File: src/rtl/mem_wb_stage_pkg.sv
// Shared definitions for the MEM/WB stage: load-size encodings, the link register
// index, the reset level and the alignment rule shared by any load-data consumer.
package mem_wb_stage_pkg;

  typedef enum logic [1:0] {
    LOAD_BYTE = 2'b00,
    LOAD_HALF = 2'b01,
    LOAD_WORD = 2'b10,
    LOAD_RSVD = 2'b11
  } load_size_e;

  localparam int   LINK_REG_IDX = 31;
  localparam logic RESET_ACTIVE = 1'b0;

  // The reserved encoding is handled exactly like a word access.
  function automatic logic is_misaligned(input load_size_e size, input logic [1:0] addr);
    logic mis;
    case (size)
      LOAD_BYTE: mis = 1'b0;
      LOAD_HALF: mis = addr[0];
      default:   mis = (addr != 2'b00);
    endcase
    return mis;
  endfunction

endpackage

File: src/rtl/mem_wb_stage_load_extract.sv
// Combinational little-endian sub-word load extraction with sign/zero extension
// and alignment detection; kept standalone so a cache front end can reuse it.
module load_extract
  import mem_wb_stage_pkg::*;
#(
  parameter int DATA_W = 32
) (
  input  logic [DATA_W-1:0] read_data_i,
  input  logic [1:0]        addr_i,
  input  load_size_e        size_i,
  input  logic              unsigned_i,
  output logic [DATA_W-1:0] data_o,
  output logic              misaligned_o
);

  logic [7:0]  lanes [4];
  logic [7:0]  byte_lane;
  logic [15:0] half_lane;

  for (genvar gi = 0; gi < 4; gi++) begin : g_lane
    assign lanes[gi] = read_data_i[8*gi +: 8];
  end

  always_comb begin
    byte_lane = lanes[addr_i];
    half_lane = addr_i[1] ? {lanes[3], lanes[2]} : {lanes[1], lanes[0]};
    case (size_i)
      LOAD_BYTE: data_o = {{(DATA_W-8){byte_lane[7] & ~unsigned_i}}, byte_lane};
      LOAD_HALF: data_o = {{(DATA_W-16){half_lane[15] & ~unsigned_i}}, half_lane};
      default:   data_o = read_data_i;
    endcase
    misaligned_o = is_misaligned(size_i, addr_i);
  end

endmodule

File: src/rtl/mem_wb_stage.sv
// MEM/WB pipeline register with writeback source selection, write-enable
// qualification and a saturating retired-instruction counter.
module mem_wb_stage
  import mem_wb_stage_pkg::*;
#(
  parameter int DATA_W     = 32,
  parameter int REG_ADDR_W = 5,
  parameter int LINK_REG   = LINK_REG_IDX,
  parameter int CNT_W      = 32
) (
  input  logic                  clk,
  input  logic                  reset,
  input  logic                  stall_in,
  input  logic                  flush_in,
  input  logic                  valid_in,
  input  logic [DATA_W-1:0]     read_data_in,
  input  logic [DATA_W-1:0]     alu_result_in,
  input  logic [REG_ADDR_W-1:0] write_register_in,
  input  logic                  reg_write_in,
  input  logic                  mem_to_reg_in,
  input  logic [DATA_W-1:0]     pc_plus_4_in,
  input  logic                  is_jal_in,
  input  logic [1:0]            load_size_in,
  input  logic                  load_unsigned_in,
  output logic [DATA_W-1:0]     wb_write_data_out,
  output logic [REG_ADDR_W-1:0] wb_write_register_out,
  output logic                  wb_reg_write_out,
  output logic                  valid_out,
  output logic                  misaligned_out,
  output logic [CNT_W-1:0]      retired_count_out
);

  localparam logic [REG_ADDR_W-1:0] LINK_IDX = REG_ADDR_W'(LINK_REG);

  logic [DATA_W-1:0]     load_data;
  logic                  load_mis;

  logic [DATA_W-1:0]     data_d, data_q;
  logic [REG_ADDR_W-1:0] dest_d, dest_q;
  logic                  we_d, we_q;
  logic                  valid_q;
  logic                  mis_d, mis_q;
  logic [CNT_W-1:0]      cnt_d, cnt_q;

  load_extract #(.DATA_W(DATA_W)) u_load_extract (
    .read_data_i  (read_data_in),
    .addr_i       (alu_result_in[1:0]),
    .size_i       (load_size_e'(load_size_in)),
    .unsigned_i   (load_unsigned_in),
    .data_o       (load_data),
    .misaligned_o (load_mis)
  );

  always_comb begin
    // Alignment only matters for real loads; a bubble never reports a fault.
    mis_d  = valid_in & mem_to_reg_in & load_mis;
    dest_d = is_jal_in ? LINK_IDX : write_register_in;
    if (is_jal_in)          data_d = pc_plus_4_in;
    else if (mem_to_reg_in) data_d = load_data;
    else                    data_d = alu_result_in;
    we_d  = valid_in & (reg_write_in | is_jal_in) & (dest_d != '0) & ~mis_d;
    cnt_d = cnt_q;
    if (valid_in && !mis_d && cnt_q != '1) cnt_d = cnt_q + CNT_W'(1);
  end

  always_ff @(posedge clk) begin
    if (reset == RESET_ACTIVE) begin
      data_q  <= '0;
      dest_q  <= '0;
      we_q    <= 1'b0;
      valid_q <= 1'b0;
      mis_q   <= 1'b0;
      cnt_q   <= '0;
    end else if (flush_in) begin
      data_q  <= '0;
      dest_q  <= '0;
      we_q    <= 1'b0;
      valid_q <= 1'b0;
      mis_q   <= 1'b0;
    end else if (!stall_in) begin
      data_q  <= data_d;
      dest_q  <= dest_d;
      we_q    <= we_d;
      valid_q <= valid_in;
      mis_q   <= mis_d;
      cnt_q   <= cnt_d;
    end
  end

  assign wb_write_data_out     = data_q;
  assign wb_write_register_out = dest_q;
  assign wb_reg_write_out      = we_q;
  assign valid_out             = valid_q;
  assign misaligned_out        = mis_q;
  assign retired_count_out     = cnt_q;

endmodule

File: config.mk
export PLATFORM = sky130hd
export DESIGN_NAME = mem_wb_stage
export DESIGN_NICKNAME = d
export VERILOG_FILES = /design/src/rtl/mem_wb_stage_pkg.sv /design/src/rtl/mem_wb_stage_load_extract.sv /design/src/rtl/mem_wb_stage.sv
export SDC_FILE = /design/constraint.sdc
export NUM_CORES = 1
export LEC_CHECK = 0
export BUFFER_PORTS_ARGS = -buffer_cell sky130_fd_sc_hd__buf_2
export CAP_MARGIN = 20
export CORE_ASPECT_RATIO = 0.9
export CORE_MARGIN = 2
export CORE_UTILIZATION = 30
export CTS_CLUSTER_SIZE = 40
export DETAILED_ROUTE_END_ITERATION = 12
export SYNTH_ARGS = -nofsm -noshare
export SYNTH_HDL_FRONTEND = slang
export SYNTH_SLANG_ARGS = --single-unit
File: constraint.sdc
create_clock -name clk -period 6.5 [get_ports clk]
set_clock_uncertainty 0.2 [all_clocks]
set_input_delay 1.3 -clock clk [delete_from_list [all_inputs] [get_ports clk]]
set_output_delay 1.3 -clock clk [all_outputs]
set_load 0.1 [all_outputs]
# Word-level counts from Yosys, hierarchy flattened
# Cells that the tools add are included.
[word_totals] input_bits=112 register_bits=72 out_inout_bits=72 word_cells=41
[classes] n_reduce_logical=8 n_bitwise=14 n_addsub=1 n_lt_le_gt_ge=1 eq_ne=2 n_mux=9
[ops] cell="32-bit 2-to-1 mux" count=2
[ops] cell="32-bit case mux with 2 select lines" count=1
[ops] cell="32-bit by 1-bit adder with 32-bit output (second input constant)" count=1
[ops] cell="32-bit inequality test (second input constant)" count=1
[ops] cell="8-bit binary-select mux with 2-bit select" count=1
[ops] cell="16-bit 2-to-1 mux" count=1
[ops] cell="8-bit 2-to-1 mux" count=2
[ops] cell="1-bit AND" count=7
[ops] cell="5-bit 2-to-1 mux" count=1
[ops] cell="1-bit inverter" count=5
[ops] cell="5-bit nonzero test" count=1
[ops] cell="3-bit >= comparator (second input constant)" count=1
[ops] cell="2-bit inverter with 3-bit output" count=1
[ops] cell="3-bit AND reduction" count=1
[ops] cell="2-bit by 1-bit equality test with 1-bit output (second input constant)" count=1
[ops] cell="1-bit logical AND" count=2
[ops] cell="2-bit zero test" count=1
[ops] cell="1-bit case mux with 2 select lines" count=1
[ops] cell="2-bit nonzero test" count=1
[ops] cell="2-bit OR reduction" count=1
[ops] cell="1-bit zero test" count=1
[ops] cell="1-bit bitwise OR" count=1

# Longest topological paths before layout
# Gate-level depths: netlist of the first run.
[logic_depth] depth_word=8 depth_mapped=8

# Hierarchy
# From an unflattened synthesis of the first run, not the netlist that was laid out.
[hier_totals] hier_cells=562 hier_area_um2=4494.3
[modules_own_cells] module="mem_wb_stage" cells_each=463 area_per_inst_um2=3783.6 instances=1
[modules_own_cells] module="load_extract" cells_each=99 area_per_inst_um2=710.7 instances=1

# Least setup slack after synthesis of the first run
# Ideal clock, no wire load.
[synth_timing] kind="input to register" start="input port stall_in" end="register cnt_q[19], in the netlist retired_count_out[19]" path_buffers=3 path_slack_ns=3.319 t_arrival_ns=2.909 stages=7 t_required_ns=6.228 setup_ns=0.072 cell_sequence="buf_6 or3b_4 or3_1 clkbuf_1 buf_2 nor4_2 mux2i_1"
[synth_between] elab_chain_len=2
[synth_lines] item="from (decl)" line_no="mem_wb_stage.sv:13" source="input logic stall_in,"
[synth_lines] item="1-bit inverter (no line)"
[synth_lines] item="3-bit AND reduction (no line)"
[synth_lines] item="to (signal assigned)" line_no="mem_wb_stage.sv:86" source="cnt_q <= cnt_d;"
[synth_lines] item="to (decl)" line_no="mem_wb_stage.sv:43" source="logic [CNT_W-1:0] cnt_d, cnt_q;"
# Every way passes these cells.
# A chain may end at the register's enable or synchronous reset.

# Worst setup path in the final report of the first run
[layout_timing] start="input port stall_in" end="register cnt_q[25], in the netlist retired_count_out[25]"
# The elaborated chain is that of the path after synthesis.

==> impl_metrics.tcl, run 1 <==
set metrics [dict create \
    rows 41 \
    dr.pass1.iters 5 \
    post-place-ws_ns 2.09 \
    whs_endpoint "misaligned_out" \
    clkTransAtPathRegs_ns 0.06 \
    yosys_warnings 0 \
    vias 4894 \
    rr_endpoint "retired_count_out[26]" \
    fill_cells 1481 \
    synth_cells 548 \
    clockRootBuffer "clkbuf_16" \
    grt_pass1_wl_microns 23900 \
    drtIter0Drc 330 \
    relSlewSlack_pct 40.6 \
    outcome "complete, no violations" \
    cts_hold_buffers 0 \
    cts_buffer_depth 2 \
    path_cells "buf_2 > buf_4 > or3b_4 > nor3_2 > nand4_1 > or4_1 > a21oi_1" \
    drv_slew 0 \
    cts.repair.resized 0 \
    dp.cells 883 \
    fin_cells 901 \
    rsz0062_at_grt "false" \
    cts_tree "yes" \
    cts_setup_buffers 0 \
    fin_crit_sh_pct 62.2 \
    die_h_microns 118 \
    hp-start "misaligned_out" \
    yosysTopAreaCell "dfxtp_1" \
    switching_share_pct 33.0 \
    ir_worst_vdd_uv 122 \
    die-width_microns 131 \
    power_frac_seq_pct 38.9 \
    powerDensity_mw_per_mm2 209 \
    p_leak_nw 2.30 \
    route.antenna.remaining_nets 0 \
    synth-seq-cells 72 \
    die_area_sq_mm 0.0154 \
    startpoint_type "primary input" \
    multi_input_area_sq_mm 0.00267 \
    setup_viol 0 \
    syn_nets 661 \
    fmax_ghz 0.247 \
    final_layout_size_suffix_gt1_share_pct 32.8 \
    post-route-min-period_ns 4.04 \
    nNetsFinal 815 \
    port_buffers 183 \
    post_synth_num_cell_types 50 \
    slowest_stage "nor3_2" \
    worstPathRequired_ns 6.56 \
    r2r_slack_ns 3.82 \
    route.detailed.drc 0 \
    antenna_found_initial 1 \
    grt_pass1_vias 4571 \
    cpPeakStageDelay_ns 0.64 \
    hold_viol 0 \
    crit_path_end_kind "flop" \
    ys_top_cells_by_area "dfxtp_1, a21oi_1, nand2_1" \
    max-cap-violations 0 \
    synth_edf_count 0 \
    pwr-share-clk_pct 40.6 \
    cp.arrival_ns 4.10 \
    viasPerCell 5.43 \
    setup_slack_ns 2.46 \
    dp_hpwl_microns 11300 \
    ff2ff_path_depth 5 \
    internal_power_uw 788 \
    cts_buffers 9 \
    grt.overflow.total 0 \
    routedWlPerCell_microns 17.2 \
    grt_start_max_net_pins 73 \
    routed_wl_microns 15500 \
    syn-cell-area_sq_mm 0.00433 \
    worst_slew_pin_slew_ns 0.891 \
    cp_max_fo 72 \
    io_pins 184 \
    async_flop_share_pct 0 \
    syn-mean-instance-area_sq_um 7.90 \
    power.switching_uw 388 \
    synth-seq-area-share_pct 33.3 \
    gp_congestion 0.856 \
    clk_latency_ns 0.34 \
    combPwrFrac_pct 20.5 \
    area_growth_pct 30.2 \
    start_util_pct 30.8 \
    critical_path_class "primary input to flop" \
    r2r-start "retired_count_out[16]" \
    clkSinkCount 72 \
    grt.total_usage_pct 19.5 \
    hold_class "flop to flop" \
    ys.flop_type "dfxtp_1" \
    htree_levels 3 \
    fp.coreArea_sq_mm 0.0141 \
    tns_ns 0 \
    hold_depth 2 \
    seq_area_sq_mm 0.00144 \
    holdWs_ns 0.263 \
    synth_top_area_share_pct 33.3 \
]
worst max path at each step:
stage,from,end,depth (start not counted)
3_5_place_dp,stall_in,retired_count_out[25],7
3_3_place_gp,stall_in,retired_count_out[25],7
2_1_floorplan,stall_in,retired_count_out[19],7
5_1_grt,stall_in,retired_count_out[25],7
6_report,stall_in,retired_count_out[25],7
4_1_cts,stall_in,retired_count_out[25],7
metal layers:
layer  global-route usage [%]  vias up  part of all wire [%]
met3                     4.41       23                   6.2
li1                         -     2384                     -
met1                     26.8     2315                    46
met4                     6.58        0                   1.9
met2                     30.1      172                    46
met5                        0        -                     0
critical path: cells and delay by family:
| family | cells | cell delay (ns) |
|---|---|---|
| simple gates | 4 | 2.20 |
| buf+inv | 2 | 0.42 |
| compound gates | 1 | 0.17 |
area by class of cell:
type / instances / area share, %
Antenna cell: 1 / 0.0444
Tap cell: 193 / 4.28
Timing Repair Buffer: 187 / 16.8
Inverter: 13 / 0.866
Multi-Input combinational cell: 419 / 47.4
Clock inverter: 7 / 0.976
Sequential cell: 72 / 25.6
Clock buffer: 9 / 3.99
state kept, by name, indices dropped and copies added (netlist names):
name,cells
misaligned_out,1
retired_count_out,32
valid_out,1
wb_reg_write_out,1
wb_write_data_out,32
wb_write_register_out,5
per-stage QoR:
step / area [sq um] / total power, mW / util (%)
global placement: 5340 / 0.703 / 38.0
floorplan: 4330 / 0.633 / -
CTS: 5620 / 1.19 / 40.0
global route: 5640 / 1.22 / 40.1
detailed placement: 5340 / 0.706 / 38.0
finish: 5640 / 1.18 / 40.1
layout by cell type (no fill, tap or decap), drive strengths merged, types with 2 or more instances in the layout:
| master | synthesis | final |
|---|---|---|
| mux2 | 7 | 7 |
| o21a | 3 | 3 |
| buf | 10 | 187 |
| o21ai | 26 | 26 |
| o2111ai | 3 | 3 |
| nand3 | 17 | 17 |
| mux4 | 6 | 6 |
| nor4 | 8 | 8 |
| nor2b | 14 | 14 |
| a211oi | 10 | 10 |
| clkbuf | 34 | 9 |
| o211ai | 2 | 2 |
| clkinv | 0 | 2 |
| nand2 | 67 | 67 |
| a221oi | 14 | 14 |
| nand4 | 11 | 11 |
| and3 | 4 | 4 |
| nor3 | 17 | 17 |
| or2 | 3 | 3 |
| o31a | 3 | 3 |
| clkinvlp | 0 | 2 |
| dfxtp | 72 | 72 |
| o22ai | 5 | 5 |
| o21bai | 17 | 17 |
| nand2b | 6 | 6 |
| a311oi | 16 | 16 |
| a22oi | 2 | 2 |
| or3 | 17 | 17 |
| a21oi | 70 | 70 |
| mux2i | 13 | 13 |
| o311ai | 2 | 2 |
| o31ai | 9 | 9 |
| nor2 | 25 | 25 |
| or4 | 11 | 11 |
| inv | 13 | 16 |
logic make-up (layout without fill, tap and decap cells):
group,after synthesis,after routing,share of synthesized area (%)
AND/OR/NAND/NOR,203,203,24.8
AO/OA/AOI/OAI,188,188,28.2
flip-flops,72,72,33.3
buffers and inverters,57,216,5.34
multiplexers,26,26,7.95
adder cells (fa/ha/maj),1,1,0.289
XOR/XNOR,1,1,0.202
other,0,1,0
Yosys cell counts (2+ instances only):
library cell / count
dfxtp_1: 72
a21oi_1: 70
nand2_1: 67
clkbuf_1: 34
o21ai_0: 26
nor2_1: 25
nand3_1: 17
o21bai_1: 17
or3_1: 17
a311oi_1: 16
nor3_1: 15
a221oi_1: 14
nor2b_1: 14
mux2i_1: 13
inv_1: 12
or4_1: 11
a211oi_1: 10
nand4_1: 10
o31ai_1: 9
buf_2: 8
mux2_2: 7
mux4_2: 6
nand2b_1: 6
nor4_2: 6
o22ai_1: 5
and3_1: 4
o2111ai_1: 3
o21a_1: 3
o31a_1: 3
or2_2: 3
a22oi_1: 2
nor3_2: 2
nor4_1: 2
o211ai_1: 2
o311ai_0: 2
power by group through the flow:
stage | Clock (mW) | Sequential [mW] | Combinational [mW]
finish | 0.478 | 0.457 | 0.241
CTS | 0.489 | 0.457 | 0.240
floorplan | 0 | 0.537 | 0.0953
global route | 0.502 | 0.458 | 0.257
detailed placement | 0 | 0.467 | 0.239
global placement | 0 | 0.466 | 0.237
(Power assumes the default switching activity.)
==> inputs of run 2 (changes only) <==
clock period = 3.5 ns   (was 6.5 ns; I/O delays follow)
==> impl_metrics.tcl, run 2 (synthesis results as in run 1) <==
set metrics [dict create \
    outcome "complete, no violations" \
    drtIter0Drc 364 \
    antenna_found_initial 0 \
    htree_levels 3 \
    startpoint_type "primary input" \
    cts_hold_buffers 0 \
    grt_pass1_vias 4639 \
    clockRootBuffer "clkbuf_16" \
    fmax_ghz 0.388 \
    start_util_pct 30.8 \
    switching_share_pct 31.4 \
    drv_slew 0 \
    layout_commonest_cell "buf_2" \
    dp_hpwl_microns 11600 \
    final_layout_size_suffix_gt1_share_pct 33.0 \
    worstPathRequired_ns 3.55 \
    dr.pass1.iters 5 \
    clk_latency_ns 0.34 \
    cts_setup_buffers 0 \
    fin_crit_sh_pct 73.7 \
    grt_start_max_net_pins 72 \
    viasPerCell 5.55 \
    die-width_microns 131 \
    hold_class "flop to flop" \
    cts.repair.resized 0 \
    power_frac_seq_pct 39.0 \
    mostFrequentLayoutCells "buf_2, dfxtp_1, a21oi_1, nand2_1, o21ai_0" \
    die_h_microns 118 \
    cts_buffers 9 \
    worst_slew_pin_slew_ns 0.917 \
    cp_max_fo 12 \
    cts_buffer_depth 2 \
    p_leak_nw 2.32 \
    powerDensity_mw_per_mm2 385 \
    port_buffers 183 \
    grt.overflow.total 0 \
    nNetsFinal 819 \
    power.switching_uw 684 \
    rsz0062_at_grt "false" \
    pwr-share-clk_pct 40.2 \
    hold_viol 0 \
    ir_worst_vdd_uv 207 \
    routedWlPerCell_microns 17.3 \
    routed_wl_microns 15600 \
    area_growth_pct 30.6 \
    clkSinkCount 72 \
    tns_ns 0 \
    cts_tree "yes" \
    grt_pass1_wl_microns 24600 \
    max-cap-violations 0 \
    fp.coreArea_sq_mm 0.0141 \
    grt.total_usage_pct 20.2 \
    rows 41 \
    route.detailed.drc 0 \
    relSlewSlack_pct 38.9 \
    post-route-min-period_ns 2.58 \
    crit_path_end_kind "flop" \
    holdWs_ns 0.267 \
    setup_viol 0 \
    combPwrFrac_pct 20.8 \
    vias 5011 \
    gp_congestion 0.887 \
    route.antenna.remaining_nets 0 \
    cp.arrival_ns 2.63 \
    critical_path_class "primary input to flop" \
    antennaDiodeCount 0 \
    die_area_sq_mm 0.0154 \
    io_pins 184 \
    internal_power_mw 1.49 \
    clkTransAtPathRegs_ns 0.06 \
]
[run 2: changes by cell type in the layout (fill, tap and decap cells not counted), sizes merged]
cell,before,now
clkbuf,9,12
clkinvlp,2,1
inv,16,13
buf,187,191
diode,1,0
[run 2: path summary, 6_finish.rpt]
check / from / endpoint / slack (ns) / cells after the start
worst max-delay path: alu_result_in[1] / retired_count_out[25] / 0.92 / 7
worst min register to register: wb_reg_write_out / wb_reg_write_out / 0.27 / 2
worst max register to register: retired_count_out[7] / retired_count_out[25] / 1.02 / 5
worst min-delay path: wb_reg_write_out / wb_reg_write_out / 0.27 / 2
[run 2: power groups by stage]
stage | clock [mW] | combinational, mW | sequential (mW)
2_1_floorplan | 0 | 0.177 | 0.998
3_3_place_gp | 0 | 0.443 | 0.866
3_5_place_dp | 0 | 0.448 | 0.866
4_1_cts | 0.895 | 0.450 | 0.848
5_1_grt | 0.934 | 0.483 | 0.850
6_report | 0.874 | 0.452 | 0.848
[run 2: final cells by class]
cell class / instances / area, sq um
tap: 193 / 241
clock buffer: 12 / 256
fill: 1504 / 8400
clock inverter: 3 / 17.5
sequential: 72 / 1440
inverter: 13 / 48.8
timing repair buffer: 191 / 976
multi-input combinational: 419 / 2670
[run 2: per-stage QoR]
stage	instances	power (mW)	setup slack (ns)	util, %	cell area [sq um]
after global placement	888	1.31	0.658	38.3	5380
final	903	2.17	0.921	40.2	5660
after CTS	903	2.19	0.953	40.2	5660
after floorplan	548	1.17	0.550	-	4330
after detailed placement	888	1.31	0.599	38.3	5380
after global routing	903	2.27	0.801	40.2	5660
[run 2: worst max-delay path, cell delays in order]
cell and delay [ns]:
buf_2 0.20, o211a_1 0.35, nor3_2 0.19, buf_4 0.21, nand4_1 0.32, or4_1 0.51
a21oi_1 0.15
[run 2: metal layers]
metal	vias to the layer above	share of wire, %	track usage [%]
met2	188	46	31.1
met1	2406	46	27.4
li1	2393	-	-
met4	0	2.1	7.45
met3	24	6.4	4.64
met5	-	0	0
==> inputs of run 3 (changes only) <==
clock period = 2.65 ns   (was 3.5 ns; I/O delays follow)
==> impl_metrics.tcl, run 3 (synthesis results as in run 1) <==
set metrics [dict create \
    cts_tree "yes" \
    nNetsFinal 833 \
    dr.pass1.iters 4 \
    cts_buffers 9 \
    mostFrequentLayoutCells "buf_2, a21oi_1, nand2_1, dfxtp_1, dfxtp_2" \
    post-route-min-period_ns 2.31 \
    fp.coreArea_sq_mm 0.0141 \
    ir_worst_vdd_uv 306 \
    ff2ff_path_depth 5 \
    postLayoutCellArea_sq_mm 0.00584 \
    relSlewSlack_pct 46.4 \
    final_core_util_pct 41.6 \
    gp_congestion 0.865 \
    grt_start_max_net_pins 72 \
    hold_viol 0 \
    fill_cells 1496 \
    outcome "complete, no violations" \
    slowest_stage "nor3_1" \
    antenna_found_initial 0 \
    clockRootBuffer "clkbuf_16" \
    io_pins 184 \
    grt.overflow.total 0 \
    cp_max_fo 6 \
    area_growth_pct 34.9 \
    die_area_sq_mm 0.0154 \
    fmax_ghz 0.433 \
    cts.repair.resized 0 \
    path_cells "nand4_2 > or3_1 > nor3_1 > a211oi_1 > mux2i_1" \
    final_layout_size_suffix_gt1_share_pct 38.8 \
    cpPeakStageDelay_ns 0.60 \
    place_area_sq_mm 0.00553 \
    finalPower_mw 2.99 \
    setup_slack_ns 0.341 \
    post-place-ws_ns 0.0875 \
    vias 5010 \
    rr_endpoint "retired_count_out[31]" \
    route.detailed.drc 0 \
    grt_pass1_wl_microns 25200 \
    htree_levels 3 \
    fin_crit_sh_pct 87.1 \
    cts_buffer_depth 2 \
    layout_commonest_cell "buf_2" \
    wl_met2_microns 7190 \
    tns_ns 0 \
    viasPerCell 5.46 \
    highest_layer "met4" \
    die-width_microns 131 \
    met1_length_microns 7430 \
    dp_hpwl_microns 12100 \
    rsz0062_at_grt "false" \
    p_leak_nw 2.42 \
    crit_path_end_kind "flop" \
    clkSinkCount 72 \
    worst_slew_pin_slew_ns 0.804 \
    powerDensity_mw_per_mm2 513 \
    routedWlPerCell_microns 17.4 \
    r2r-start "retired_count_out[8]" \
    critical_path_class "flop to flop" \
    startpoint_type "flop" \
    rows 41 \
    drv_slew 0 \
    setup_viol 0 \
    cts_setup_buffers 0 \
    met3_length_microns 947 \
    cp.arrival_ns 2.32 \
    start_util_pct 30.8 \
    drtIter0Drc 359 \
    grt_pass1_vias 4737 \
    die_h_microns 118 \
    clk_latency_ns 0.34 \
    route.antenna.remaining_nets 0 \
    hp-start "misaligned_out" \
    port_buffers 183 \
    r2r_slack_ns 0.34 \
    whs_endpoint "misaligned_out" \
    routed_wl_microns 15900 \
    clkTransAtPathRegs_ns 0.07 \
    hold_depth 2 \
    worstPathRequired_ns 2.66 \
    grt.total_usage_pct 20.7 \
    cts_hold_buffers 0 \
    hold_class "flop to flop" \
    antennaDiodeCount 0 \
    max-cap-violations 0 \
]
## run 3: cell count changes in the layout (fill, tap and decap cells not counted)
cell | before | now
clkinv_2 | 2 | 1
clkbuf_8 | 2 | 0
bufinv_16 | 0 | 1
inv_6 | 0 | 3
dfxtp_2 | 0 | 31
clkbuf_1 | 1 | 0
buf_12 | 0 | 1
buf_4 | 8 | 21
dfxtp_1 | 72 | 41
clkinv_4 | 0 | 1
## run 3: power breakdown
group	internal, mW	switching (mW)
Clock	0.740	0.525
Sequential	1.11	0.0141
Combinational	0.195	0.414
Total	2.04	0.954
## run 3: worst max-delay path by stage
stage / startpoint / end / slack [ns] / cells past startpoint
after floorplan: retired_count_out[6] / retired_count_out[25] / 0.06 / 5
after global placement: stall_in / retired_count_out[5] / 0.12 / 6
after detailed placement: stall_in / retired_count_out[25] / 0.09 / 6
after CTS: retired_count_out[8] / retired_count_out[25] / 0.22 / 5
after global routing: retired_count_out[16] / retired_count_out[16] / 0.21 / 6
final: retired_count_out[8] / retired_count_out[31] / 0.34 / 5
## run 3: stage by stage
step	hold slack, ns	cells
after floorplan	0.472	548
final	0.264	918
after global placement	0.248	901
after CTS	0.265	917
after global routing	0.292	918
after detailed placement	0.253	901
## run 3: final cells by class
type | count | area (sq um) | area share [%]
Multi-Input combinational cell | 419 | 2670 | 45.8
Sequential cell | 72 | 1480 | 25.3
Timing Repair Buffer | 205 | 1090 | 18.7
Tap cell | 193 | 241 | 4.13
Clock buffer | 9 | 225 | 3.86
Clock inverter | 7 | 77.6 | 1.33
Inverter | 13 | 48.8 | 0.835
## run 3: worst max-delay path, delay by kind of cell (launching register included)
kind             cells  cell delay (ns)
multiplexers         1             0.15
AND/OR/NAND/NOR      3             1.26
flip-flops           1             0.37
AO/OA/AOI/OAI        1             0.20
## run 3: layer usage
metal | GRT usage [%] | up-vias
met3 | 4.00 | 26
met2 | 31.3 | 165
met5 | 0 | -
met1 | 28.9 | 2393
met4 | 7.78 | 0
li1 | - | 2426
